--- src/rtl/qed_encoder_if.sv ---
// Handshake bundle between the IFU-side driver and qed_encoder: original-instruction
// input stream, issued-instruction output stream, mode controls and FIFO occupancy.
interface qed_encoder_if #(
  parameter int DEPTH = 4
) ();
  localparam int CW = $clog2(DEPTH) + 1;

  logic          qed_enable;
  logic          qed_flush;
  logic [31:0]   in_instruction;
  logic          in_valid;
  logic          in_ready;
  logic [31:0]   out_instruction;
  logic          out_is_dup;
  logic          out_valid;
  logic          out_ready;
  logic [CW-1:0] dup_count;

  modport master (
    output qed_enable, qed_flush, in_instruction, in_valid, out_ready,
    input  in_ready, out_instruction, out_is_dup, out_valid, dup_count
  );

  modport slave (
    input  qed_enable, qed_flush, in_instruction, in_valid, out_ready,
    output in_ready, out_instruction, out_is_dup, out_valid, dup_count
  );
endinterface

--- src/rtl/qed_encoder.sv ---
// QED transmit encoder: forwards originals, builds EDDI-V duplicates into a FIFO and
// issues them as a batch. Define QED_MEM_OFFSET_EN to add MEM_OFFSET to LW/SW duplicates.
module qed_encoder #(
  parameter int          DEPTH      = 4,
  parameter logic [11:0] MEM_OFFSET = 12'h400
) (
  input logic         CLK,
  input logic         RESET,
  qed_encoder_if.slave bus
);

  localparam int            AW   = $clog2(DEPTH);
  localparam int            CW   = AW + 1;
  localparam logic [CW-1:0] FULL = CW'(DEPTH);

`ifdef QED_MEM_OFFSET_EN
  localparam logic [11:0] IMM_ADJ = MEM_OFFSET;
`else
  localparam logic [11:0] IMM_ADJ = 12'h000;
`endif

  localparam logic [6:0] OP_R     = 7'b0110011;
  localparam logic [6:0] OP_I     = 7'b0010011;
  localparam logic [6:0] OP_LOAD  = 7'b0000011;
  localparam logic [6:0] OP_STORE = 7'b0100011;
  localparam logic [6:0] OP_LUI   = 7'b0110111;
  localparam logic [6:0] OP_AUIPC = 7'b0010111;

  typedef enum logic {ORIG, DRAIN} state_t;

  state_t        state, state_next;
  logic [AW-1:0] wr_ptr, rd_ptr;
  logic [CW-1:0] count, count_next;
  logic [31:0]   fifo_mem [DEPTH];
  logic [31:0]   out_instr_q;
  logic          out_dup_q, out_valid_q;
  logic          free, in_ready, accept, push, pop;

  function automatic logic [4:0] remap(input logic [4:0] r);
    return (r == 5'd0) ? 5'd0 : (r | 5'b10000);
  endfunction

  function automatic logic is_duplicable(input logic [31:0] i);
    case (i[6:0])
      OP_R, OP_I, OP_LUI, OP_AUIPC: return 1'b1;
      OP_LOAD, OP_STORE:            return i[14:12] == 3'b010;
      default:                      return 1'b0;
    endcase
  endfunction

  function automatic logic [31:0] encode(input logic [31:0] i);
    logic [31:0] e;
    logic [11:0] imm;
    e   = i;
    imm = 12'h000;
    case (i[6:0])
      OP_R: begin
        e[11:7]  = remap(i[11:7]);
        e[19:15] = remap(i[19:15]);
        e[24:20] = remap(i[24:20]);
      end
      OP_I: begin
        e[11:7]  = remap(i[11:7]);
        e[19:15] = remap(i[19:15]);
      end
      OP_LOAD: begin
        e[11:7]  = remap(i[11:7]);
        e[19:15] = remap(i[19:15]);
        imm      = i[31:20] + IMM_ADJ;
        e[31:20] = imm;
      end
      OP_STORE: begin
        // The store immediate is split across two fields; adjust it as one 12-bit value.
        e[19:15] = remap(i[19:15]);
        e[24:20] = remap(i[24:20]);
        imm      = {i[31:25], i[11:7]} + IMM_ADJ;
        e[31:25] = imm[11:5];
        e[11:7]  = imm[4:0];
      end
      OP_LUI, OP_AUIPC: e[11:7] = remap(i[11:7]);
      default: ;
    endcase
    return e;
  endfunction

  // State register
  always_ff @(posedge CLK) begin
    // NOTE: sequential state uses non-blocking assignments so every register samples
    // pre-edge values regardless of process ordering.
    if (RESET) state <= ORIG;
    else       state <= state_next;
  end

  // Output / handshake decode
  always_comb begin
    // NOTE: every signal gets a default first so no path through the case infers a latch.
    free     = !out_valid_q || bus.out_ready;
    in_ready = 1'b0;
    pop      = 1'b0;
    unique case (state)
      ORIG:  in_ready = free && (count < FULL);
      DRAIN: pop      = free && (count != '0);
    endcase
    accept     = bus.in_valid && in_ready;
    push       = accept && bus.qed_enable && is_duplicable(bus.in_instruction);
    count_next = count + {{(CW-1){1'b0}}, push} - {{(CW-1){1'b0}}, pop};
  end

  // Next-state logic
  always_comb begin
    state_next = state;
    unique case (state)
      ORIG:  if (count_next == FULL || (bus.qed_flush && count_next != '0)) state_next = DRAIN;
      DRAIN: if (pop && count_next == '0)                                  state_next = ORIG;
    endcase
  end

  // FIFO pointers and occupancy
  always_ff @(posedge CLK) begin
    if (RESET) begin
      wr_ptr <= '0;
      rd_ptr <= '0;
      count  <= '0;
    end else begin
      if (push) wr_ptr <= wr_ptr + 1'b1;
      if (pop)  rd_ptr <= rd_ptr + 1'b1;
      count <= count_next;
    end
  end

  // NOTE: FIFO storage is deliberately not reset; only entries below count are ever read.
  always_ff @(posedge CLK) begin
    if (push) fifo_mem[wr_ptr] <= encode(bus.in_instruction);
  end

  // Output register: a load while the consumer takes the old word overwrites it directly.
  always_ff @(posedge CLK) begin
    if (RESET) begin
      out_instr_q <= 32'h0;
      out_dup_q   <= 1'b0;
      out_valid_q <= 1'b0;
    end else if (accept) begin
      out_instr_q <= bus.in_instruction;
      out_dup_q   <= 1'b0;
      out_valid_q <= 1'b1;
    end else if (pop) begin
      out_instr_q <= fifo_mem[rd_ptr];
      out_dup_q   <= 1'b1;
      out_valid_q <= 1'b1;
    end else if (free) begin
      out_valid_q <= 1'b0;
    end
  end

  assign bus.in_ready        = in_ready;
  assign bus.out_instruction = out_instr_q;
  assign bus.out_is_dup      = out_dup_q;
  assign bus.out_valid       = out_valid_q;
  assign bus.dup_count       = count;

endmodule

--- src/flat_wrapper.sv ---
// flat-port wrapper written by rule: the top's interface ports become plain ports
module qed_encoder_flat 
#(
  parameter int          DEPTH      = 4,
  parameter logic [11:0] MEM_OFFSET = 12'h400
)
  (CLK, RESET, bus_qed_enable, bus_qed_flush, bus_in_instruction, bus_in_valid, bus_out_ready, bus_in_ready, bus_out_instruction, bus_out_is_dup, bus_out_valid, bus_dup_count);
  qed_encoder_if #(.DEPTH(DEPTH)) bus_i ();
  input logic CLK;
  input logic RESET;
  input wire logic [$bits(bus_i.qed_enable)-1:0] bus_qed_enable;
  input wire logic [$bits(bus_i.qed_flush)-1:0] bus_qed_flush;
  input wire logic [$bits(bus_i.in_instruction)-1:0] bus_in_instruction;
  input wire logic [$bits(bus_i.in_valid)-1:0] bus_in_valid;
  input wire logic [$bits(bus_i.out_ready)-1:0] bus_out_ready;
  output wire logic [$bits(bus_i.in_ready)-1:0] bus_in_ready;
  output wire logic [$bits(bus_i.out_instruction)-1:0] bus_out_instruction;
  output wire logic [$bits(bus_i.out_is_dup)-1:0] bus_out_is_dup;
  output wire logic [$bits(bus_i.out_valid)-1:0] bus_out_valid;
  output wire logic [$bits(bus_i.dup_count)-1:0] bus_dup_count;
  assign bus_i.qed_enable = bus_qed_enable;
  assign bus_i.qed_flush = bus_qed_flush;
  assign bus_i.in_instruction = bus_in_instruction;
  assign bus_i.in_valid = bus_in_valid;
  assign bus_i.out_ready = bus_out_ready;
  assign bus_in_ready = bus_i.in_ready;
  assign bus_out_instruction = bus_i.out_instruction;
  assign bus_out_is_dup = bus_i.out_is_dup;
  assign bus_out_valid = bus_i.out_valid;
  assign bus_dup_count = bus_i.dup_count;
  qed_encoder #(.DEPTH(DEPTH), .MEM_OFFSET(MEM_OFFSET)) u_core (.CLK(CLK), .RESET(RESET), .bus(bus_i));
endmodule
--- config.mk ---
export PLATFORM = sky130hd
export DESIGN_NAME = qed_encoder_flat
export DESIGN_NICKNAME = d
export VERILOG_FILES = /design/src/rtl/qed_encoder_if.sv /design/src/rtl/qed_encoder.sv /design/src/flat_wrapper.sv
export SDC_FILE = /design/constraint.sdc
export NUM_CORES = 1
export LEC_CHECK = 0
export ABC_AREA = 1
export CAP_MARGIN = 10
export CORE_MARGIN = 8
export CORE_UTILIZATION = 55
export DETAILED_ROUTE_END_ITERATION = 8
export PLACE_DENSITY = 0.78
export SETUP_SLACK_MARGIN = 0.02
export SYNTH_ARGS = -nofsm -noshare
export SYNTH_HDL_FRONTEND = slang
export SYNTH_SLANG_ARGS = --single-unit
--- constraint.sdc ---
create_clock -name CLK -period 4.75 [get_ports CLK]
set_input_delay 0.475 -clock CLK [delete_from_list [all_inputs] [get_ports CLK]]
set_output_delay 0.475 -clock CLK [all_outputs]
set_load 0.05 [all_outputs]
## Yosys cells after proc, flatten, opt, wreduce, memory -nomap -nowiden

Memory sizes are Yosys's and may differ from the RTL's. A register that Yosys moved wholly into a read port is not among the register bits.
Cells that the tools add are included.

| word-level totals | value |
|---|---|
| register bits | 42 |
| memories | 1 |
| RAM bits | 128 |
| output and inout bits | 38 |

Memory list:

| memory | depth | bits a word | read ports | clocked after Yosys merged registers in | write ports | RTL line | text |
|---|---|---|---|---|---|---|---|
| u_core.fifo_mem | 4 | 32 | 1 | 1 | 1 | qed_encoder.sv:34 | `logic [31:0] fifo_mem [DEPTH];` |

| operators by class | value |
|---|---|
| equal/unequal tests | 8 |
| $lt $le $gt $ge | 1 |
| multiplexer cells | 25 |
| reductions and logical operators | 24 |
| add/subtract/negate cells | 4 |
| bitwise operators | 1 |

Operators with widths:

| kind | count |
|---|---|
| 32-bit 2-to-1 mux | 2 |
| 5-bit 2-to-1 mux | 9 |
| 7-bit by 6-bit == test with 1-bit output, second input constant | 3 |
| 5-bit zero test | 3 |
| 7-bit by 5-bit == test with 1-bit output, second input constant | 2 |
| 1-bit 2-to-1 mux | 9 |
| 3-bit nonzero test | 3 |
| 4-bit OR reduction | 2 |
| 7-bit by 2-bit == test with 1-bit output, second input constant | 1 |
| 1-bit logical AND | 7 |
| 7-bit 2-to-1 mux | 1 |
| 2-bit OR reduction | 3 |
| 5-bit OR reduction | 1 |
| 2-bit by 1-bit adder with 2-bit output, second input constant | 2 |
| 2-bit 2-to-1 mux | 2 |
| 1-bit case mux with 2 select lines | 2 |
| 3-bit by 1-bit adder with 3-bit output | 1 |
| 3-bit by 2-bit == test with 1-bit output, second input constant | 1 |
| 3-bit == test, second input constant | 1 |
| 3-bit zero test | 1 |
| 3-bit less-than comparator, second input constant | 1 |
| 3-bit by 1-bit subtractor with 3-bit output | 1 |
| 1-bit logical OR | 2 |
| 2-bit nonzero test | 1 |
| 2 further kinds | 2 |

## Logic depth before layout (Yosys ltp)

Gate-level depths: netlist (run 1).

| depth | value |
|---|---|
| word-level depth | 14 |
| mapped depth | 14 |

## Least setup slack after synthesis (run 1)

OpenSTA, ideal clock, no wires.

| timing | value |
|---|---|
| path kind | register to register |
| start point | register u_core.count[2] (netlist: u_core.bus.dup_count[2]) |
| end point | memory u_core.fifo_mem[0][0] (enable) |
| required time | 4.329 ns |
| clock period less this slack | 2.856 ns |
| stages on the path, launching flop included | 6 |
| arrival | 2.435 ns |
| path slack | 1.894 ns |
| setup time | 0.421 ns |
| cells stage by stage | dfxtp_1 nor2_1 nand3_2 nor2_1 nand2_2 nor2_1 |

| on the way | value |
|---|---|
| cells in the longest elaborated chain, start to end | 8 |

RTL lines:

| element | RTL line | text |
|---|---|---|
| start: declaration | qed_encoder.sv:33 | `logic [CW-1:0] count, count_next;` |
| start signal: assignment | qed_encoder.sv:127 | `count <= count_next;` |
| 3-bit less-than comparator | qed_encoder.sv:101 | `ORIG: in_ready = free && (count < FULL);` |
| 1-bit logical AND | qed_encoder.sv:101 |  |
| 1-bit 2-to-1 mux | qed_encoder.sv:100 | `unique case (state)` |
| 1-bit logical AND | qed_encoder.sv:104 | `accept = bus.in_valid && in_ready;` |
| 1-bit logical AND (2 in a row) | qed_encoder.sv:105 | `push = accept && bus.qed_enable && is_duplicable(bus.in_instruction);` |
| 1-bit 2-to-1 mux | qed_encoder.sv:133 | `if (push) fifo_mem[wr_ptr] <= encode(bus.in_instruction);` |
| 1-bit 2-to-1 mux (not written as such) | qed_encoder.sv:133 |  |
| end: declaration | qed_encoder.sv:34 |  |

Every way passes these cells.

## Worst setup path in the final report (run 1)

| timing | value |
|---|---|
| start point | input bus_in_instruction[1] |
| end point | memory u_core.fifo_mem[3][4] (enable) |

| on the way | value |
|---|---|
| cells in the longest elaborated chain, start to end | 6 |
| elaborated cells between the ends (all ways) | 12 |

RTL lines:

| element | RTL line | text |
|---|---|---|
| start: declaration | flat_wrapper.sv:13 | `input wire logic [$bits(bus_i.in_instruction)-1:0] bus_in_instruction;` |
| 7-bit by 6-bit == test with 1-bit output, or another cell as far along | qed_encoder.sv:44 | `case (i[6:0])` |
| 4-bit OR reduction / 2-bit OR reduction (equally long branches) | qed_encoder.sv:44 |  |
| 1-bit case mux with 2 select lines (*) | qed_encoder.sv:44 |  |
| 1-bit logical AND (*) | qed_encoder.sv:105 |  |
| 1-bit 2-to-1 mux (*) | qed_encoder.sv:133 |  |
| 1-bit 2-to-1 mux (not written as such) (*) | qed_encoder.sv:133 |  |

Every way passes the cells marked *; elsewhere a longest branch is shown, timed or not.

==> metrics.md, run 1 <==
| Metric | Value |
|---|---|
| All-Layer GR Usage | `0.1993` |
| R2R Path Start | `u_core.state` |
| Fin crit period | `approximately 2.7 ns` |
| #FFs+latches synth | `~170` |
| Clock transition at path regs | `roughly 0.060 ns` |
| Most frequent cells in the layout | `nand2_1, nor2_1, edfxtp_1` |
| Final clock skew | `roughly 0.0068 ns` |
| Fillers | `964` |
| Status | `complete, no violations` |
| Io pins | `between 70 and 80` |
| HPWL after DPL | `9507 µm` |
| Post-synth top area share | `0.5300` |
| Die width | `130.8 µm` |
| Cells after DPL | `946` |
| Synth cell types | `27` |
| Pin count of the biggest net entering global routing | `between 60 and 70` |
| Post-DP Area | `approximately 8000 µm²` |
| Num rows | `42` |
| WL met2 | `8161 µm` |
| Final WL | `approximately 16000 µm` |
| Hold_sp | `u_core.rd_ptr[1]` |
| CTS Buffer Depth | `2` |
| Tightest Pin Transition | `1.180 ns` |
| Drt via density | `~5.4` |
| Combinational Power Share | `0.071` |
| Tcrit/Tclk final | `0.5755` |
| Worst vdd ir | `234.4 µV` |
| PwrDens | `385.5 nW/µm²` |
| Post-synth top flop | `edfxtp_1` |
| Setup TNS | `0 ns` |
| YS warnings | `0` |
| DR iter-0 viols | `518` |
| Synthesized net count | `783` |
| Grt ovf | `0` |
| Port buffer count | `75` |
| M1 WL | `~6800 µm` |
| Max-slew headroom | `0.2125` |
| Synth area leaders | `edfxtp_1, dfxtp_1, nand2_1` |
| Int Pwr | `approximately 2.6 mW` |
| DR pass1 iterations | `5` |
| CTS tree | `done` |
| R2R Setup Slk | `about 2.2 ns` |
| Seq/Total Area, Yosys | `0.6515` |
| Initial core utilization | `0.5542` |
| Fin nets | `between 800 and 900` |
| MaxCap Viol Count | `0` |
| Fin worst setup slack | `~2.0 ns` |
| Die height | `about 130 µm` |
| Share of layout cells above drive strength 1 | `0.06484` |
| Hold Violations, Final | `0` |
| Pre-CTS setup slack | `approximately 1.6 ns` |
| Top layer in use | `met4` |
| R2R Path End | `u_core.state` |
| DRT antenna net count | `0` |
| Reg2reg path depth | `13` |
| Hold path endpoint | `u_core.rd_ptr[1]` |
| Setup bufs post-CTS | `0` |
| Clk pwr share | `0.435` |
| Ys async rst share | `0` |
| Syn Std Cell Area | `about 7300 µm²` |
| Area delta synth->final | `19.05%` |
| Pwr Total | `around 3.3 mW` |
| Lkg Pwr | `roughly 3.4 nW` |
| Worst endpoint required time | `about 4.8 ns` |
| Worst Hold Depth | `2` |
| Clock buffers created by TritonCTS | `17` |
| Final hold slack | `approximately 0.47 ns` |
| Vias in the first global route | `around 5300` |
| Initial antenna violation count | `0` |
| DRC Markers | `0` |
| Flop pwr share | `0.493` |
| Worst Hold Class | `reg -> reg` |
| Fmax | `between 0.3 and 0.4 GHz` |
| Endpoints failing setup | `0` |
| Startpoint types | `input pin` |
| Post-cts resize count | `0` |
| Clock Sinks | `roughly 170` |
| Routed met3 length | `919 µm` |
| Largest fanout on the critical path | `32` |
| Yosys top cell by area | `edfxtp_1` |
| Final core occ | `0.6598` |
| Syn Area/Cell | `between 9 and 10 µm²` |
| Later-pin clock latency in the skew report | `~0.43 ns` |
| Diodes inserted | `0` |
| Core area | `13090 µm²` |
| Via count | `5249` |
| Global placement routability congestion | `0.7694` |
| Global-route wire length before repair | `about 26000 µm` |
| CP endpoint kind | `flop` |
| Gate Count Post-Synth | `738` |
| RSZ-0062 raised after global routing | `false` |
| Sw Pwr | `0.7344 mW` |
| Root Driver | `clkbuf_16` |
| Die area | `between 15000 and 20000 µm²` |
| Final instance area | `~8600 µm²` |
| Hold-fix buffers, CTS | `0` |
| Commonest non-fill, non-tap cell in the layout | `nand2_1` |
| Net Sw Frac | `0.2206` |
| Worst EP arrival | `about 2.8 ns` |
| Final Max Tran Viols | `0` |
| Post-synth EDFFs | `~130` |
| Final std cells w/o fill | `978` |
| DR WL/cell | `between 15 and 20 µm` |
| H-tree Lvls | `4` |
| WS Path Type | `in -> reg` |
## cells in the mapped netlist (3+ instances only)
library cell  number
o21ai_1           22
nand3_1           67
o21ai_0           45
buf_2             15
edfxtp_1         128
dfxtp_1           44
buf_6             11
a21oi_1            5
ha_1               6
nor3_1             3
nor2_1           148
nand2_1          148
inv_1             56
clkbuf_1          21
## worst max-delay path by stage
| stage | startpoint | end | slack [ns] | depth (start not counted) |
|---|---|---|---|---|
| after floorplan | u_core.bus.dup_count[2] | u_core.fifo_mem[0][0] | 1.89 | 5 |
| after global placement | bus_in_instruction[0] | u_core.fifo_mem[1][0] | 1.68 | 7 |
| final | bus_in_instruction[1] | u_core.fifo_mem[3][4] | 2.02 | 7 |
| after global routing | bus_in_instruction[1] | u_core.fifo_mem[3][22] | 1.82 | 7 |
| after CTS | bus_in_instruction[0] | u_core.fifo_mem[3][26] | 2.01 | 7 |
| after detailed placement | bus_in_instruction[0] | u_core.fifo_mem[3][0] | 1.59 | 7 |
## sequential cells by signal, summed over array words and instances (netlist names), named ones only
signal	count
u_core.bus.dup_count	3
u_core.bus.out_instruction	32
u_core.bus.out_is_dup	1
u_core.bus.out_valid	1
u_core.fifo_mem	128
u_core.rd_ptr	2
u_core.state	1
u_core.wr_ptr	2
## power groups by stage
stage               Combinational [mW]  Sequential, mW  Clock, mW
finish                           0.237            1.64       1.45
global route                     0.254            1.64       1.52
CTS                              0.238            1.64       1.45
detailed placement               0.236            1.67          0
global placement                 0.231            1.67          0
floorplan                       0.0757            1.74          0
## routing by layer
| layer | GRT usage | vias to the layer above |
|---|---|---|
| met5 | 0 | - |
| met4 | 0.09926 | 0 |
| met3 | 0.04018 | 34 |
| met2 | 0.3368 | 192 |
| met1 | 0.2387 | 2507 |
| li1 | - | 2516 |
## layout make-up
class | count | area, µm² | area share
Multi-Input combinational cell | 459 | 2051 | 0.2375
Inverter | 58 | 217.7 | 0.02522
Clock inverter | 15 | 197.7 | 0.02290
Sequential cell | 172 | 4726 | 0.5474
Clock buffer | 17 | 425.4 | 0.04928
Tap cell | 176 | 220.2 | 0.02551
Timing Repair Buffer | 81 | 795.8 | 0.09217
## kinds of logic after synthesis
kind of cell / share of synthesized area
simple gates: 0.2105
flops: 0.6515
buf+inv: 0.06988
compound gates: 0.05383
fa+ha+maj: 0.01311
xor+xnor: 0.001208
## worst max-delay path: stages
cell	delay (ns)
clkdlybuf4s50_1	0.56
nand2_1	0.12
nor3_1	0.32
nand2_1	0.09
nand2_1	0.11
nand2_2	0.19
nor2_4	0.86
Power figures use the tool's default switching activity.
==> run 2, diff against run 1 <==
==> constraint.sdc (replaced) <==
create_clock -name CLK -period 2.8 [get_ports CLK]
set_input_delay 0.28 -clock CLK [delete_from_list [all_inputs] [get_ports CLK]]
set_output_delay 0.28 -clock CLK [all_outputs]
set_load 0.05 [all_outputs]
==> metrics.md, run 2 (synthesis gave the netlist of run 1 again) <==
| Metric | Value |
|---|---|
| Status | `complete, no violations` |
| Startpoint types | `input pin` |
| Reg2reg path depth | `11 (-2)` |
| Fmax | `0.4392 GHz` |
| Clock transition at path regs | `0.06 ns (about the same)` |
| Later-pin clock latency in the skew report | `0.43 ns (about the same)` |
| Clock Sinks | `172 (unchanged)` |
| Root Driver | `clkbuf_16` |
| Endpoints failing setup | `0 (unchanged)` |
| Post-cts resize count | `0 (unchanged)` |
| Most frequent cells in the layout | `nand2_1, nor2_1, edfxtp_1` |
| Vias in the first global route | `5383 (+0.81%)` |
| Worst endpoint required time | `3.16 ns (-1.63 ns)` |
| Core area | `13090 µm² (unchanged)` |
| Final hold slack | `0.4699 ns (+0.004345 ns)` |
| MaxCap Viol Count | `0 (unchanged)` |
| CTS tree | `done` |
| R2R Path End | `u_core.state` |
| DR pass1 iterations | `7 (+2)` |
| Fin worst setup slack | `0.5231 ns (-1.493 ns)` |
| Setup TNS | `0 ns (unchanged)` |
| Final clock skew | `0.009366 ns (+0.002555 ns)` |
| DR iter-0 viols | `468 (-9.7%)` |
| Share of layout cells above drive strength 1 | `0.06994 (+0.005101)` |
| DRC Markers | `0 (unchanged)` |
| Area delta synth->final | `20.19%` |
| CP max stage delay | `0.58 ns (-0.28 ns)` |
| Drt via density | `5.356 (-0.20%)` |
| Clock buffers created by TritonCTS | `17 (unchanged)` |
| Fin nets | `847 (+1.6%)` |
| R2R Path Start | `u_core.bus.dup_count[1]` |
| Lkg Pwr | `3.505 nW (+2.2%)` |
| All-Layer GR Usage | `0.2098 (+0.01048)` |
| Pwr Total | `5.616 mW (+69%)` |
| Global-route wire length before repair | `27160 µm (+3.8%)` |
| Fin crit period | `about 2.3 ns` |
| PwrDens | `644.4 nW/µm² (+67%)` |
| Final WL | `16780 µm (+3.3%)` |
| Worst EP arrival | `2.64 ns (-0.14 ns)` |
| Commonest non-fill, non-tap cell in the layout | `nand2_1` |
| Tightest Pin Transition | `0.9759 ns (-0.2041 ns)` |
| Num rows | `42 (unchanged)` |
| Cell mode on critical path | `nand2_1` |
| Seq. cell area | `4726 µm² (unchanged)` |
| Cell Chain, Critical Path | `clkdlybuf4s50_1 -> nand2_1 -> nor3_1 -> nand2_1 -> nand2_1 -> nand2_2 -> inv_1 -> ha_1 -> fa_1 -> inv_1 -> nand2_1 -> nand2_1 -> nand2_1 -> a21oi_1` |
| RSZ-0062 raised after global routing | `false` |
| Worst Hold Depth | `2 (unchanged)` |
| Max-slew headroom | `0.3485 (+0.1360)` |
| Via count | `5308 (+1.1%)` |
| Final Max Tran Viols | `0 (unchanged)` |
| Critical path's slowest cell | `clkdlybuf4s50_1` |
| Worst vdd ir | `350.6 µV (+50%)` |
| Final std cells w/o fill | `991 (+1.3%)` |
| Diodes inserted | `0 (unchanged)` |
| Hold-fix buffers, CTS | `0 (unchanged)` |
| Final core occ | `0.6661 (+0.006311)` |
| Port buffer count | `75 (unchanged)` |
| Hold Violations, Final | `0 (unchanged)` |
| Die height | `130.8 µm (unchanged)` |
| DRT antenna net count | `0 (unchanged)` |
| Global placement routability congestion | `0.8237 (+7.1%)` |
| Largest reg by FF count | `u_core.fifo_mem` |
| Grt ovf | `0 (unchanged)` |
| Largest register FFs | `128 (unchanged)` |
| Io pins | `76 (unchanged)` |
| Pin count of the biggest net entering global routing | `65 (-1.5%)` |
| Die width | `130.8 µm (unchanged)` |
| CTS Buffer Depth | `2 (unchanged)` |
| Pre-CTS setup slack | `0.1265 ns (-1.461 ns)` |
| Initial antenna violation count | `0 (unchanged)` |
| Die area | `17120 µm² (unchanged)` |
| Hold_sp | `RESET` |
| Hold path endpoint | `u_core.bus.dup_count[2]` |
| Initial core utilization | `0.5542 (unchanged)` |
| HPWL after DPL | `10450 µm (+9.9%)` |
| Fillers | `944 (-2.1%)` |
| Largest fanout on the critical path | `6 (-81%)` |
| CP endpoint kind | `flop` |
| Setup bufs post-CTS | `0 (unchanged)` |
| Final instance area | `8716 µm² (+0.96%)` |
| Post-DP Area | `8108 µm² (+1.2%)` |
| Area of the multi-input gates | `2051 µm² (unchanged)` |
| R2R Setup Slk | `0.60 ns (-1.59 ns)` |
| DR WL/cell | `16.93 µm (+1.9%)` |
| Worst Hold Class | `in -> reg` |
| Cells after DPL | `959 (+1.4%)` |
| Tcrit/Tclk final | `0.8132` |
| H-tree Lvls | `4 (unchanged)` |
| WS Path Type | `in -> reg` |
[run 2: critical path: cells and delay by family]
kind                       cells  cell delay [ns]
and+or+nand+nor                8             0.94
buffers and inverters          3             0.72
AOI/OAI and AO/OA              1             0.12
adders and majority gates      2             0.57
[run 2: layout make-up]
class,instances,area share
clock buffers,22,0.05326
well taps,176,0.02527
repair buffers,94,0.1025
clock inverters,10,0.01651
multi-input cells,459,0.2353
flip-flops and latches,172,0.5422
inverters,58,0.02498
[run 2: worst max path at each step]
stage / cells after the start / to / slack (ns) / from
floorplan: 5 / u_core.fifo_mem[0][0] / -0.06 / u_core.bus.dup_count[2]
global placement: 13 / u_core.state / 0.23 / bus_in_instruction[0]
detailed placement: 14 / u_core.state / 0.13 / bus_in_instruction[0]
CTS: 14 / u_core.state / 0.53 / bus_in_instruction[0]
global route: 14 / u_core.state / 0.32 / bus_in_instruction[0]
finish: 14 / u_core.state / 0.52 / bus_in_instruction[0]
[run 2: per-layer routing]
layer  GRT usage  part of all wire
met1      0.2427              0.39
met2      0.3647              0.52
met3     0.04789             0.064
met4     0.09453             0.017
met5           0                 0
[run 2: power by group]
part / switching [mW] / total [mW] / internal [mW]
logic: 0.261 / 0.408 / 0.148
clock network: 0.899 / 2.42 / 1.52
registers: 0.0184 / 2.79 / 2.77
total: 1.18 / 5.62 / 4.44
